### config.mk
export PLATFORM = sky130hd
export DESIGN_NAME = dlx_fetch_unit
export DESIGN_NICKNAME = d
export VERILOG_FILES = /design/src/rtl/dlx_fetch_unit.sv
export SDC_FILE = /design/constraint.sdc
export NUM_CORES = 1
export LEC_CHECK = 0
export ABC_AREA = 1
export CAP_MARGIN = 20
export CORE_MARGIN = 2
export CORE_UTILIZATION = 55
export CTS_BUF_LIST = sky130_fd_sc_hd__clkbuf_8
export DETAILED_ROUTE_END_ITERATION = 8
export PLACE_DENSITY_LB_ADDON = 0.12
export RECOVER_POWER = 50
export SLEW_MARGIN = 15
export SYNTH_ARGS = -nofsm -noshare
export SYNTH_HDL_FRONTEND = slang
export SYNTH_SLANG_ARGS = --single-unit
export TNS_END_PERCENT = 5
### constraint.sdc
create_clock -name clk -period 2 [get_ports clk]
set_input_delay 0.3 -clock clk [delete_from_list [all_inputs] [get_ports clk]]
set_output_delay 0.3 -clock clk [all_outputs]
set_load 0.05 [all_outputs]
### src/rtl/dlx_fetch_unit.sv
// DLX instruction-fetch stage: owns the PC, talks req/ack to instruction memory
// and loads the IF/ID register consumed by the ID control decoder.
// Optional build macro IF_PERF_COUNTERS_EN adds perf_fetched/perf_squashed counters.
module dlx_fetch_unit #(
    parameter logic [31:0] RESET_PC  = 32'h0000_0000,
    parameter logic [31:0] NOP_INSTR = 32'h0000_0015
) (
    input  logic        clk,
    input  logic        reset,
    output logic        imem_req,
    output logic [31:0] imem_addr,
    input  logic        imem_ack,
    input  logic [0:31] imem_rdata,
    input  logic        id_stall,
    input  logic        id_branch,
    input  logic [31:0] id_new_pc,
    input  logic        id_kill_next,
    output logic [0:31] if_instr,
    output logic [31:0] if_pc_plus_four,
    output logic        if_valid,
    output logic        if_kill
`ifdef IF_PERF_COUNTERS_EN
    ,
    output logic [31:0] perf_fetched,
    output logic [31:0] perf_squashed
`endif
);

    typedef enum logic [1:0] {StFetch, StHold, StDrain} state_e;

    state_e      state_q, state_d;
    logic [31:0] pc_q, pc_d;
    logic [31:0] target_q, target_d;
    logic [0:31] hold_instr_q, hold_instr_d;
    logic [31:0] hold_pc4_q, hold_pc4_d;
    logic        req_q;
    logic [0:31] instr_d;
    logic [31:0] pc4_d;
    logic        valid_d, kill_d;
    logic        ack_ok;
    logic [31:0] pc_plus_four;
    logic [31:0] new_pc_aligned;

    assign imem_req       = !reset && (state_q != StHold);
    assign imem_addr      = pc_q;
    // An ack in the very first cycle of a request is stale (memory needs >= 1 cycle).
    assign ack_ok         = imem_ack && imem_req && req_q;
    assign pc_plus_four   = pc_q + 32'd4;
    assign new_pc_aligned = id_new_pc & ~32'h0000_0003;

    // Next-state for FSM, PC, hold buffer and IF/ID; priority branch > kill > stall.
    always_comb begin
        state_d      = state_q;
        pc_d         = pc_q;
        target_d     = target_q;
        hold_instr_d = hold_instr_q;
        hold_pc4_d   = hold_pc4_q;
        instr_d      = if_instr;
        pc4_d        = if_pc_plus_four;
        valid_d      = if_valid;
        kill_d       = if_kill;

        if (id_branch) begin
            instr_d = NOP_INSTR;
            valid_d = 1'b0;
            kill_d  = 1'b0;
            // Still waiting on an ack: let it land on the old address before redirecting.
            if (state_q != StHold && !ack_ok) begin
                state_d  = StDrain;
                target_d = new_pc_aligned;
            end else begin
                state_d = StFetch;
                pc_d    = new_pc_aligned;
            end
        end else begin
            unique case (state_q)
                StFetch: begin
                    if (id_kill_next) begin
                        if (ack_ok) begin
                            instr_d = imem_rdata;
                            pc4_d   = pc_plus_four;
                            valid_d = 1'b1;
                            kill_d  = 1'b1;
                        end else begin
                            instr_d = NOP_INSTR;
                            valid_d = 1'b0;
                            kill_d  = 1'b0;
                        end
                    end else if (id_stall) begin
                        if (ack_ok) begin
                            hold_instr_d = imem_rdata;
                            hold_pc4_d   = pc_plus_four;
                            state_d      = StHold;
                        end
                    end else if (ack_ok) begin
                        instr_d = imem_rdata;
                        pc4_d   = pc_plus_four;
                        valid_d = 1'b1;
                        kill_d  = 1'b0;
                        pc_d    = pc_plus_four;
                    end else begin
                        instr_d = NOP_INSTR;
                        valid_d = 1'b0;
                        kill_d  = 1'b0;
                    end
                end
                StHold: begin
                    if (id_kill_next) begin
                        instr_d = hold_instr_q;
                        pc4_d   = hold_pc4_q;
                        valid_d = 1'b1;
                        kill_d  = 1'b1;
                    end else if (!id_stall) begin
                        instr_d = hold_instr_q;
                        pc4_d   = hold_pc4_q;
                        valid_d = 1'b1;
                        kill_d  = 1'b0;
                        pc_d    = hold_pc4_q;
                        state_d = StFetch;
                    end
                end
                StDrain: begin
                    if (ack_ok) begin
                        pc_d    = target_q;
                        state_d = StFetch;
                    end
                    if (id_kill_next || !id_stall) begin
                        instr_d = NOP_INSTR;
                        valid_d = 1'b0;
                        kill_d  = 1'b0;
                    end
                end
                default: state_d = StFetch;
            endcase
        end
    end

    // State and IF/ID registers with synchronous reset.
    always_ff @(posedge clk) begin
        if (reset) begin
            state_q         <= StFetch;
            pc_q            <= RESET_PC;
            target_q        <= RESET_PC;
            hold_instr_q    <= NOP_INSTR;
            hold_pc4_q      <= 32'd0;
            req_q           <= 1'b0;
            if_instr        <= NOP_INSTR;
            if_pc_plus_four <= 32'd0;
            if_valid        <= 1'b0;
            if_kill         <= 1'b0;
        end else begin
            state_q         <= state_d;
            pc_q            <= pc_d;
            target_q        <= target_d;
            hold_instr_q    <= hold_instr_d;
            hold_pc4_q      <= hold_pc4_d;
            req_q           <= imem_req;
            if_instr        <= instr_d;
            if_pc_plus_four <= pc4_d;
            if_valid        <= valid_d;
            if_kill         <= kill_d;
        end
    end

`ifdef IF_PERF_COUNTERS_EN
    logic fetch_inc, squash_inc;

    // Classify this edge's IF/ID load for the counters.
    always_comb begin
        fetch_inc  = !reset && !id_branch && !id_kill_next && !id_stall &&
                     ((state_q == StFetch && ack_ok) || state_q == StHold);
        squash_inc = !reset &&
                     ((id_kill_next && !id_branch &&
                       (state_q == StHold || (state_q == StFetch && ack_ok))) ||
                      (state_q == StDrain && ack_ok) ||
                      (id_branch && state_q == StHold));
    end

    // Free-running wrapping event counters.
    always_ff @(posedge clk) begin
        if (reset) begin
            perf_fetched  <= 32'd0;
            perf_squashed <= 32'd0;
        end else begin
            perf_fetched  <= perf_fetched + {31'd0, fetch_inc};
            perf_squashed <= perf_squashed + {31'd0, squash_inc};
        end
    end
`endif

endmodule
==> run_results.csv, run 1 <==
group,metric,value,unit
status,status,"completed",
cts,cts_root_buf,"clkbuf_8",
synth,synthArstFlopShare,0,
floorplan,chipWidth,136,µm
global_route,grt_max_degree,61,
synth,synth_cells,1389,
worst_setup_path,slowest_stage,"clkdlybuf4s50_1",
worst_setup_path,crit_type,"reg -> out",
floorplan,coreArea,0.0171,mm²
global_route,met1_usage,0.382,
pwr,peakVddDrop,0.610,mV
global_route,antenna_found_initial,0,
sta,drv_slew,0,
min_path,hold_class,"in -> reg",
floorplan,initial_core_util,0.557,
worst_setup_path,crit_required,1.70,ns
cts,clk_latency,0.49,ns
cts,cts_buffers,17,
cells_and_area,fillers,1536,
synth,yosysSeqAreaShare,0.409,
global_route,groute.layer.met3.usage,0.0707,
cells_and_area,nets,1605,
cells_and_area,mostFrequentLayoutCells,"nand2_1, a21oi_1, dfxtp_1",
worst_setup_path,max_stage_delay,0.82,ns
cells_and_area,areaGrowthSynthToFinish,23.4,%
sta,worst_pin_slew,0.686,ns
synth,synth_nets,1464,
floorplan,io_pins,169,
cts,cts.sinks,195,
global_route,busiest_layer,"met2",
pwr,power-per-cell-area,853,mW/mm²
cells_and_area,final_common_cell,"nand2_1",
global_route,grt_pass1_vias,8832,
cts,htreeDepth,4,
placed_design,portBuffers,166,
route,drt_wl_total,26700,µm
placed_design,gp_congestion,0.898,
synth,synth-edff-count,0,
cells_and_area,final_util,0.688,
sta,fmax,0.512,GHz
synth,ys_ff_latch,195,
synth,avgSynthCellArea,6.86,µm²
sta,rsz0062_at_grt,"true",
route,num_vias,9598,
synth,synth_ff_type,"dfxtp_1",
floorplan,rows,48,
global_route,grtUsageTotal,0.291,
cells_and_area,area.sequential,0.00391,mm²
sta,clock_skew,0.0187,ns
sta,relSlewSlack,0.544,
route,drc,0,
worst_setup_path,crit_arrival,1.65,ns
cells_and_area,multi_input_area,0.00474,mm²
worst_setup_path,critPathBufInv,1,
run,max-cap-violations,0,
sta,period_minus_slack,1.95,ns
global_route,grt_pass1_wl,43100,µm
pwr,leakagePower,4.87,nW
route,antenna_left,0,
sta,hold_violations,0,
sta,setup_viol,0,
placed_design,dp_hpwl,18100,µm
synth,yosysWarnings,0,
cts,cts_tree,"built",
worst_setup_path,worstPathCellList,"clkdlybuf4s50_1",
cts,clk_path_buf_depth,2,
cells_and_area,drive_gt1_frac,0.0907,
worst_setup_path,path_max_fanout,2,
route,dr.pass1.iters,5,
global_route,overflow,0,
route,first_iter_violations,746,
global_route,grt_util_met2,0.472,
route,wl_per_cell,15.1,µm
sta,fin_crit_sh,0.977,
cells_and_area,antennaDiodeCount,0,
floorplan,die_area,0.0184,mm²
sta,tns,0,ns
route,via_per_inst,5.43,
worst_setup_path,critPathTopFamily,"buffers and inverters",
worst_setup_path,cp-end-kind,"primary output",
pwr,power,0.0100,W
synth,yosys.cell_types.count,36,
worst_setup_path,startpoint_type,"flip-flop",
floorplan,die_h,136,µm
synth,netlist_area,0.00954,mm²
cts,clk_pin_slew_worst_paths,0.11,ns
cts,holdBufCountCts,0,
==> report_power, final <==
part	switching, W	internal [W]
sequential	0.000222	0.00417
combinational	0.00217	0.000975
clock	0.00158	0.000924
==> final cells by class <==
cell class | instances | share of cell area
clock buffer | 17 | 0.0199
multi-input combinational | 962 | 0.403
timing repair buffer | 216 | 0.165
tap | 225 | 0.0239
clock inverter | 15 | 0.0118
sequential | 195 | 0.332
inverter | 138 | 0.0442
==> Yosys cell counts, drive strengths merged (12+ instances only) <==
cell	number	area, µm²
a211oi	28	210
a21oi	198	995
buf	39	205
clkbuf	55	206
dfxtp	195	3900
inv	138	518
nand2	298	1130
nand3	21	130
nor2	176	708
nor3	23	216
o21ai	143	716
o22ai	21	131
xor2	12	105
==> final timing paths <==
path	slack [ns]	endpoint	depth (start not counted)	start
min reg2reg	0.45	if_pc_plus_four[4]	2	if_pc_plus_four[4]
max reg2reg	0.12	if_pc_plus_four[29]	10	state_q[1]
max	0.05	if_instr[23]	1	if_instr[23]
min	0.32	imem_addr[0]	4	reset
==> registers in the layout, indices dropped and copies added (netlist names) <==
register	flops
if_pc_plus_four	32
if_valid	1
target_q	30
hold_pc4_q	32
state_q	2
if_instr	32
if_kill	1
imem_addr	32
hold_instr_q	32
req_q	1
==> cell families after synthesis <==
| kind of cell | Yosys count | synth area share |
|---|---|---|
| simple gates | 534 | 0.242 |
| buf+inv | 232 | 0.0975 |
| fa+ha+maj | 5 | 0.00656 |
| xor+xnor | 15 | 0.0138 |
| mux | 4 | 0.00420 |
| flops | 195 | 0.409 |
| compound gates | 404 | 0.226 |
==> layer usage <==
metal / part of all wire / vias to the layer above / routed length (µm)
met4: 0.028 / 0 / 740
met3: 0.081 / 60 / 2160
met1: 0.43 / 4339 / 11600
met2: 0.46 / 400 / 12300
li1: - / 4799 / -
met5: 0 / - / 0
==> worst min-delay path: stages <==
cell and delay (ns):
buf_2 0.17, inv_2 0.15, o21ai_0 0.11, nor2_1 0.04
==> what timing repair did <==
item	4_1_cts	5_1_grt
pin swaps	0	2
setup endpoints to repair	36	106
gates resized for setup	31	36
buffers inserted	0	3
cloned	0	0
==> metrics by stage <==
step                      worst slack, ns  hold WS, ns  cells  cell area, µm²
final                              0.0469        0.319   1768           11800
after global routing              -0.0128        0.342   1768           11800
after CTS                         0.00345        0.306   1765           11900
after detailed placement          -0.0799        0.436   1733           11500
after global placement          -0.000974        0.432   1733           11500
after floorplan                    0.0171        0.425   1389            9540
No activity file was read; power rests on OpenSTA's default activity.
==> inputs of run 2 (changes only) <==
Settings changed: ABC_AREA 1 to not set, CORE_UTILIZATION 55 to 58.
Clock period 2 ns to 2.52 ns, I/O delays scaled along.
==> run_results.csv, run 2 <==
group,metric,value,unit
floorplan,initial_core_util,0.591,
worst_setup_path,max_stage_delay,0.81,ns
synth,synth_most_common_cell,"dfxtp_1",
floorplan,die_h,131,µm
synth,netlist_area,0.00931,mm²
cts,htreeDepth,4,
sta,rsz0062_at_grt,"false",
worst_setup_path,path_max_fanout,7,
synth,yosysWarnings,0,
cts,cts_root_buf,"clkbuf_8",
global_route,grt_max_degree,94,
min_path,hold_class,"in -> reg",
synth,synth_top_cells_by_area,"dfxtp_1, nand2_1, a21oi_1, nor2_1, a221oi_1",
placed_design,gp_congestion,0.886,
route,drc,0,
synth,synth_cells,1152,
worst_setup_path,worstPathCellList,"buf_4, clkdlybuf4s50_1",
route,drt_wl_total,27100,µm
cells_and_area,antennaDiodeCount,0,
cts,cts_tree,"built",
route,num_vias,9211,
sta,tns,0,ns
floorplan,die_area,0.0171,mm²
sta,setup_viol,0,
cells_and_area,final_util,0.733,
synth,synth_compound_area_frac,0.243,
global_route,antenna_found_initial,0,
pwr,peakVddDrop,0.394,mV
route,via_per_inst,6.12,
cts,cts.sinks,195,
route,first_iter_violations,829,
worst_setup_path,slowest_stage,"clkdlybuf4s50_1",
pwr,power-per-cell-area,602,mW/mm²
worst_setup_path,reg2regPathDepth,8,
worst_setup_path,crit_arrival,2.01,ns
global_route,overflow,0,
cts,holdBufCountCts,0,
pwr,power,0.00696,W
sta,drv_slew,0,
synth,synth_top_area_frac,0.419,
worst_setup_path,crit_required,2.14,ns
global_route,grt_pass1_vias,8295,
floorplan,rows,46,
route,wl_per_cell,18.0,µm
floorplan,coreArea,0.0158,mm²
sta,fin_crit_sh,0.947,
placed_design,portBuffers,166,
synth,yosys.area_share.adder,0.00672,
synth,synthArstFlopShare,0,
sta,fmax,0.419,GHz
synth,yosys.area_share.simple,0.240,
synth,yosysSeqAreaShare,0.419,
cts,ctsResizeCount,0,
floorplan,chipWidth,131,µm
synth,synth_xor_area_frac,0.0198,
cells_and_area,drive_gt1_frac,0.0822,
sta,hold_violations,0,
placed_design,dp_hpwl,17700,µm
synth,synth-edff-count,0,
worst_setup_path,crit_type,"reg -> out",
cts,cts_buffers,17,
synth,synth.top_cells.by_count,"dfxtp_1, nand2_1, a21oi_1, nor2_1, clkbuf_1",
status,status,"completed",
cells_and_area,final_common_cell,"dfxtp_1",
synth,avgSynthCellArea,8.08,µm²
global_route,grt_pass1_wl,42200,µm
cts,cts_setup_buffers,0,
cells_and_area,nets,1352,
min_path,hold_depth,4,
worst_setup_path,startpoint_type,"flip-flop",
route,antenna_left,0,
synth,ys_ff_latch,195,
global_route,grtUsageTotal,0.313,
run,max-cap-violations,0,
synth,synth_ff_type,"dfxtp_1",
worst_setup_path,cp-end-kind,"primary output",
sta,worst_pin_slew,1.06,ns
cts,clk_latency,0.48,ns
floorplan,io_pins,169,
synth,synthMuxAreaShare,0.0124,
cells_and_area,mostFrequentLayoutCells,"dfxtp_1, nand2_1, a21oi_1",
synth,yosys.cell_types.count,74,
cts,clk_pin_slew_worst_paths,0.11,ns
synth,synth_top_family_by_area,"compound AO/OA/AOI/OAI gates",
synth,synth_nets,1227,
cells_and_area,areaGrowthSynthToFinish,24.1,%
cts,clk_path_buf_depth,2,
sta,period_minus_slack,2.39,ns
sta,relSlewSlack,0.294,
sta,clock_skew,0.0161,ns
route,dr.pass1.iters,5,
synth,yosysTopAreaCell,"dfxtp_1",
pwr,leakagePower,4.28,nW
[run 2: where the power goes]
part	switching, W	internal, W	leakage (nW)
clock network	0.00120	0.00104	0.213
logic	0.000879	0.000513	2.48
registers	0.000136	0.00320	1.59
[run 2: path summary, 6_finish.rpt]
kind,end,start,slack [ns]
worst max register to register,imem_addr[25],state_q[1],0.20
worst max-delay path,imem_addr[10],imem_addr[10],0.13
worst min-delay path,imem_addr[6],id_branch,0.34
worst min register to register,if_pc_plus_four[5],if_pc_plus_four[5],0.45
[run 2: cell type report]
type	count	area, µm²
Fill cell	1327	4210
Timing Repair Buffer	207	2010
Inverter	15	56.3
Sequential cell	195	3900
Tap cell	216	270
Multi-Input combinational cell	841	4880
Clock buffer	18	248
Clock inverter	14	195
[run 2: logic make-up (layout without fill, tap and decap cells)]
kind of cell	Yosys count	in the layout
flops	195	195
xor+xnor	21	21
fa+ha+maj	5	5
buf+inv	116	254
simple gates	471	471
compound gates	333	333
mux	11	11
[run 2: routing by layer]
layer  track usage  vias to the layer above  part of all wire
met5             0                        -                 0
met4         0.135                        0             0.028
met3        0.0529                       70             0.078
met2         0.519                      417              0.48
met1         0.404                     4339              0.41
li1              -                     4385                 -
[run 2: critical path, delay by kind of cell, from the launching register on]
family                 cells  cell delay (ns)
buffers and inverters      2             1.01
flip-flops                 1             0.52
[run 2: through the flow]
stage / instances / worst slack (ns) / hold slack, ns / area, µm²
2_1_floorplan: 1152 / 0.113 / 0.436 / 9310
3_3_place_gp: 1474 / 0.219 / 0.441 / 11100
3_5_place_dp: 1474 / 0.183 / 0.444 / 11100
4_1_cts: 1506 / 0.130 / 0.331 / 11600
5_1_grt: 1506 / 0.0277 / 0.336 / 11600
6_report: 1506 / 0.134 / 0.337 / 11600
